**src/rtl/memory_wr_front.sv**
```systemverilog
// Write-side front end for the DE0 dual-clock memory: synchronises and debounces the
// write key, captures the switch byte and issues single-cycle write strobes unless full.
module memory_wr_front #(
  parameter int DATA_W = 8,
  parameter int DB_CYC = 4,
  parameter int CNT_W  = 8
) (
  input  logic              w_clk,
  input  logic              n_rst,
  input  logic              key_n,
  input  logic [DATA_W-1:0] sw,
  input  logic              full,
  output logic [DATA_W-1:0] din,
  output logic              din_vld,
  output logic              wr_drop,
  output logic [CNT_W-1:0]  wr_cnt,
  output logic              busy
);

  localparam int DB_W = (DB_CYC > 1) ? $clog2(DB_CYC) : 1;
  localparam logic [DB_W-1:0] DB_LAST = DB_W'(DB_CYC - 1);

  typedef enum logic [1:0] {
    S_IDLE     = 2'd0,
    S_PRESS_DB = 2'd1,
    S_HELD     = 2'd2,
    S_REL_DB   = 2'd3
  } state_t;

  state_t            state_r;
  logic [DB_W-1:0]   cnt_r;
  logic [1:0]        key_sync_r;
  logic [DATA_W-1:0] sw_meta_r;
  logic [DATA_W-1:0] sw_sync_r;
  logic              key_s;
  logic [DATA_W-1:0] sw_s;

  assign key_s = key_sync_r[1];
  assign sw_s  = sw_sync_r;

  // Two-flop synchronisers; the key resets to the released level.
  always_ff @(posedge w_clk or negedge n_rst) begin
    if (!n_rst) begin
      key_sync_r <= 2'b11;
      sw_meta_r  <= '0;
      sw_sync_r  <= '0;
    end else begin
      key_sync_r <= {key_sync_r[0], key_n};
      sw_meta_r  <= sw;
      sw_sync_r  <= sw_meta_r;
    end
  end

  // Debounce FSM with registered write strobe, drop pulse, counter and busy flag.
  always_ff @(posedge w_clk or negedge n_rst) begin
    if (!n_rst) begin
      state_r <= S_IDLE;
      cnt_r   <= '0;
      din     <= '0;
      din_vld <= 1'b0;
      wr_drop <= 1'b0;
      wr_cnt  <= '0;
      busy    <= 1'b0;
    end else begin
      din_vld <= 1'b0;
      wr_drop <= 1'b0;
      case (state_r)
        S_IDLE: begin
          if (!key_s) begin
            state_r <= S_PRESS_DB;
            cnt_r   <= '0;
            busy    <= 1'b1;
          end else begin
            busy    <= 1'b0;
          end
        end
        S_PRESS_DB: begin
          if (key_s) begin
            state_r <= S_IDLE;
            cnt_r   <= '0;
            busy    <= 1'b0;
          end else if (cnt_r == DB_LAST) begin
            // Only the full flag at this edge decides between write and drop.
            state_r <= S_HELD;
            cnt_r   <= '0;
            if (full) begin
              wr_drop <= 1'b1;
            end else begin
              din     <= sw_s;
              din_vld <= 1'b1;
              wr_cnt  <= wr_cnt + CNT_W'(1);
            end
          end else begin
            cnt_r   <= cnt_r + DB_W'(1);
          end
        end
        S_HELD: begin
          if (key_s) begin
            state_r <= S_REL_DB;
            cnt_r   <= '0;
          end else begin
            cnt_r   <= cnt_r;
          end
        end
        S_REL_DB: begin
          if (!key_s) begin
            state_r <= S_HELD;
            cnt_r   <= '0;
          end else if (cnt_r == DB_LAST) begin
            state_r <= S_IDLE;
            cnt_r   <= '0;
            busy    <= 1'b0;
          end else begin
            cnt_r   <= cnt_r + DB_W'(1);
          end
        end
        default: begin
          state_r <= S_IDLE;
          cnt_r   <= '0;
          busy    <= 1'b0;
        end
      endcase
    end
  end

endmodule

```
**config.mk**
```make
export PLATFORM = sky130hd
export DESIGN_NAME = memory_wr_front
export DESIGN_NICKNAME = d
export VERILOG_FILES = /design/src/rtl/memory_wr_front.sv
export SDC_FILE = /design/constraint.sdc
export NUM_CORES = 1
export LEC_CHECK = 0
export ABC_AREA = 1
export CAP_MARGIN = 20
export CORE_MARGIN = 2
export CORE_UTILIZATION = 45
export CTS_BUF_LIST = sky130_fd_sc_hd__clkbuf_4 sky130_fd_sc_hd__clkbuf_8
export DETAILED_ROUTE_END_ITERATION = 6
export HOLD_SLACK_MARGIN = 0.06
export PLACE_DENSITY = 0.75
export SYNTH_ARGS = -nofsm -noshare
export SYNTH_HDL_FRONTEND = slang
export SYNTH_SLANG_ARGS = --single-unit
```
**constraint.sdc**
```tcl
create_clock -name w_clk -period 1.1 [get_ports w_clk]
set_input_delay 0.11 -clock w_clk [delete_from_list [all_inputs] [get_ports w_clk]]
set_output_delay 0.11 -clock w_clk [all_outputs]
set_load 0.02 [all_outputs]
```
---- Yosys cells after proc, flatten, opt, wreduce, memory -nomap -nowiden ----
Index checks and enable logic that the tools add are counted.
storage, ports and cells
  register bits after elaboration ......... 41
  word-level logic and storage cells ...... 57
  output and inout bits ................... 19
  input bits .............................. 12
operators by class
  add/subtract/negate cells ............... 2
  multiplexer cells ....................... 26
  bitwise gates (word level) .............. 2
  reduce and logical (&&, ||, !) cells .... 6
  eq/ne operators ......................... 11
operators by type and width
  kind                                            number
  two-way mux 2 bit                               11
  case mux 2 bit (4 select lines)                 2
  two-way mux 1 bit                               12
  AND reduction 4 bit                             3
  != test 2 bit (second input constant)           5
  adder 8 x 1 -> 8 bit (second input constant)    1
  == test 2 bit (second input constant)           3
  != test 3 bit (second input constant)           2
  case mux 1 bit (3 select lines)                 1
  nonzero test 3 bit                              1
  adder 2 x 1 -> 2 bit (second input constant)    1
  == test 2 x 1 -> 1 bit (second input constant)  1
  zero test 2 bit                                 1
  inverter 1 bit                                  2
  AND reduction 2 bit                             1

---- Depth between registers and ports, before layout ----
  word-level depth ........................ 4
  mapped depth ............................ 7
  mapped depth without buffers ............ 7

---- Worst setup path after synthesis ----
OpenSTA, ideal clock, no wires.
  kind .................................... register to register
  from .................................... reg wr_cnt[0]
  to ...................................... reg wr_cnt[6]
  data arrival time ....................... 1092 ps
  path buffers ............................ 0
  stages on the path, launching flop included .. 7
  library setup time ...................... 117 ps
  required time ........................... 983 ps
  setup slack ............................. -109 ps
  clock period less this slack ............ 1209 ps
  cell sequence ........................... dfrtp_1 ha_1 nand3_1 nor2_1 nand2_1 nand2_1 nand2_1
on the way
  word-level cells in the longest chain between the ends .. 1
ends and longest elaborated chain
  item                    line  RTL
  start, declared         16    output logic [CNT_W-1:0] wr_cnt,
  start signal, assigned  91    wr_cnt <= wr_cnt + CNT_W'(1);
  adder 8 x 1 -> 8 bit    91
No other way between the ends.
A chain may end at the register's enable or synchronous reset.

---- Worst setup path in the final report ----
  from .................................... reg cnt_r[1]
  to ...................................... reg wr_cnt[7]
on the way
  word-level cells in the longest chain between the ends .. 2
ends and longest elaborated chain
  item                           line  RTL
  start, declared                31    logic [DB_W-1:0] cnt_r;
  start signal, assigned         94    cnt_r <= cnt_r + DB_W'(1);
  start signal, assigned         102   cnt_r <= cnt_r;
  start signal, assigned         114   cnt_r <= cnt_r + DB_W'(1);
  == test 2 bit                  82    end else if (cnt_r == DB_LAST) begin
  AND reduction 4 bit (no line)  -
No other way between the ends.

==> impl_metrics.yaml <==
route:
  drt_wl_total_mm: 2.68
  vias_per_cell: 4.49
  drc_errors: 0
  ant_nets: 0
  vias: 1038
  wl_per_cell_um: 11.6
  drt-pass1-iter-count: 4
  first_iter_violations: 59
layout:
  drive_gt1_share_pct: 35.8
  nets: 201
  antenna_cells: 0
  final_util_pct: 64.5
  syn_to_final_growth_pct: 34.5
  nFillCells: 264
  final_cells: 231
  final_cell_area_um2: 2000
cts:
  cts_tree: "yes"
  root_buffer: "clkbuf_4"
  cts_htree_levels: 2
  numCtsBuffers: 5
  clockBufferDepth: 2
  cts_sinks: 41
  insertion_delay_ns: 0.34
  clk_pin_slew_worst_paths_ns: 0.11
place:
  dp_slack_ns: -0.180
  place_congestion: 0.802
  dp_cells: 219
  place_area_um2: 1940
  io_buffer_count: 30
  post-dp-hpwl_mm: 1.84
floorplan:
  num_io_pins: 31
  core_area_um2: 3100
  rows: 20
  die_y_um: 61.5
  die_x_um: 61.5
  initial_utilization_pct: 47.9
  die-area_um2: 3780
global_routing:
  grt_pass1_wl_mm: 4.44
  grtUsageTotal_pct: 16.6
  grt_overflow: 0
  grt_pass1_vias: 1060
  grtUsageMet3_pct: 6.09
  antenna_found_initial: 0
  grt_max_degree: 42
  use_met2_pct: 27.1
  grt_busiest_layer: "met2"
  grtUsageMet1_pct: 19.5
synthesis:
  ys_warn_count: 0
  synth_cell_types: 17
  synth-seq-cells: 41
  synthesis.area_um2: 1490
  yosysSeqAreaShare_pct: 69.1
  synth_nets: 150
  syn_inst: 135
  avgSynthCellArea_um2: 11.0
worst_setup_path:
  path_cells: "ha_2 -> nand3_2 -> nor2_4 -> buf_12 -> nand2_1 -> nand2_1 -> nand2_1"
  critPathRequiredTime_ns: 1.35
  cp_top_family: "simple AND/OR/NAND/NOR gates"
  cp.arrival_ns: 1.45
  cpMaxStageDelayCell: "dfrtp_1"
  start_kind: "flip-flop"
  cp_slowest_stage_delay_ns: 0.38
  worstSetupPathType: "flip-flop to flip-flop"
  endpoint_kind: "flip-flop"
  path_buf_inv: 1
  cp_max_fo: 19
  cp_common_cell: "nand2_1"
timing:
  fin_ws_ns: -0.0993
  final_max_slew_viol_count: 0
  rsz0062_at_grt: "true"
  finalCriticalPeriod_ns: 1.20
  worst-slew-pin-transition_ns: 0.208
  hold_viol_final: 0
  max_slew_margin_pct: 86.2
  fin_crit_sh_pct: 109
  fmax_ghz: 0.834
  finClkSkew_ns: 0.0107
  setup_viol: 18
run_status:
  violations: "negative setup slack"
  status: "finished with violations"
flow_run:
  drv_cap: 0
power:
  power.density_nw_per_um2: 1750
  power.total_mw: 3.50
  p_leak_nw: 1.05
  irDropWorstVdd_mv: 1.05
hold_path:
  hold_class: "input pin to flip-flop"
==> cell usage after synthesis <==
cell type	instances	area, um^2
inv_1	7	26.3
nor2_1	4	15.0
buf_6	2	22.5
nor2_2	1	6.26
xnor2_1	3	26.3
nand3b_1	2	15.0
dfstp_2	2	52.6
o21ai_0	4	20.0
ha_1	3	37.5
buf_12	1	20.0
xor2_1	1	8.76
a21boi_0	1	7.51
nand3_1	5	25.0
nand2_2	1	6.26
dfrtp_1	39	976
nand2_1	58	218
nor3_1	1	5.00
==> placed cells by master, fill, tap and decap left out, drive strengths merged, types with 3 or more instances in the layout <==
cell type	count
nand3	5
nand2	59
xnor2	3
dfrtp	39
ha	3
o21ai	4
clkbuf	6
nor2	5
buf	36
inv	7
clkdlybuf4s50	10
==> worst reg2reg max path, stage by stage, from the launching register on <==
cell and delay, ns:
dfrtp_1 0.38, ha_2 0.18, nand3_2 0.08, nor2_4 0.16, buf_12 0.16, nand2_1 0.07, nand2_1 0.05, nand2_1 0.04
==> stage by stage <==
stage | setup TNS [ns] | hold slack (ns)
4_1_cts | -0.710 | 0.155
5_1_grt | -2.49 | 0.160
6_report | -0.741 | 0.167
3_3_place_gp | -1.64 | 0.0913
3_5_place_dp | -2.09 | 0.0921
2_1_floorplan | -0.498 | -0.186
==> flip-flops by register name (all words and copies together), names as in the netlist, named ones only <==
name        count
key_sync_r      2
sw_s            8
din_vld         1
din             8
sw_meta_r       8
wr_drop         1
wr_cnt          8
cnt_r           2
busy            1
state_r         1
==> final cells by class <==
class,instances,area (um^2),area share [%]
flip-flops and latches,41,1030,51.5
clock buffers,6,45.0,2.25
multi-input cells,84,472,23.6
repair buffers,47,362,18.1
well taps,44,55.1,2.75
clock inverters,2,10.0,0.500
inverters,7,26.3,1.31
==> metal layers <==
metal  part of all wire (%)  routed length, um
met1                     42               1130
met2                     50               1340
met3                    6.3                169
met4                    1.7                 45
met5                      0                  0
==> report_power, final <==
group / switching [mW] / total [mW] / leakage [nW] / internal [mW]
clock: 0.456 / 0.724 / 0.0354 / 0.268
sequential: 0.126 / 1.84 / 0.518 / 1.72
combinational: 0.536 / 0.927 / 0.496 / 0.390
==> path summary, 6_finish.rpt <==
| path | depth (start not counted) | endpoint | start | slack [ns] |
|---|---|---|---|---|
| max in group asynchronous | 3 | key_sync_r[1] | n_rst | 0.58 |
| min | 1 | key_sync_r[0] | key_n | 0.17 |
| max reg2reg | 7 | wr_cnt[7] | cnt_r[1] | -0.1 |
| min in group asynchronous | 3 | wr_cnt[3] | n_rst | 0.25 |
| max | 7 | wr_cnt[7] | cnt_r[1] | -0.1 |
| min reg2reg | 0 | sw_s[7] | sw_meta_r[7] | 0.36 |
==> logic make-up (layout without fill, tap and decap cells) <==
family                     count (synthesis)  count (layout)  share of synthesized area, %
xor gates and xnor gates                   4               4                          2.36
AOI/OAI and AO/OA                          5               5                          1.85
buffers and inverters                     10              62                          4.63
DFF                                       41              41                          69.1
adders and majority gates                  3               3                          2.52
and+or+nand+nor                           72              72                          19.5
==> repair_timing <==
item	4_1_cts	5_1_grt
setup endpoints to repair	38	23
hold buffers	1	0
setup buffers	1	2
pin swaps	4	3
resized for setup	82	14
hold endpoints to repair	41	0
Note: power is estimated with default switching activity, not from simulation.
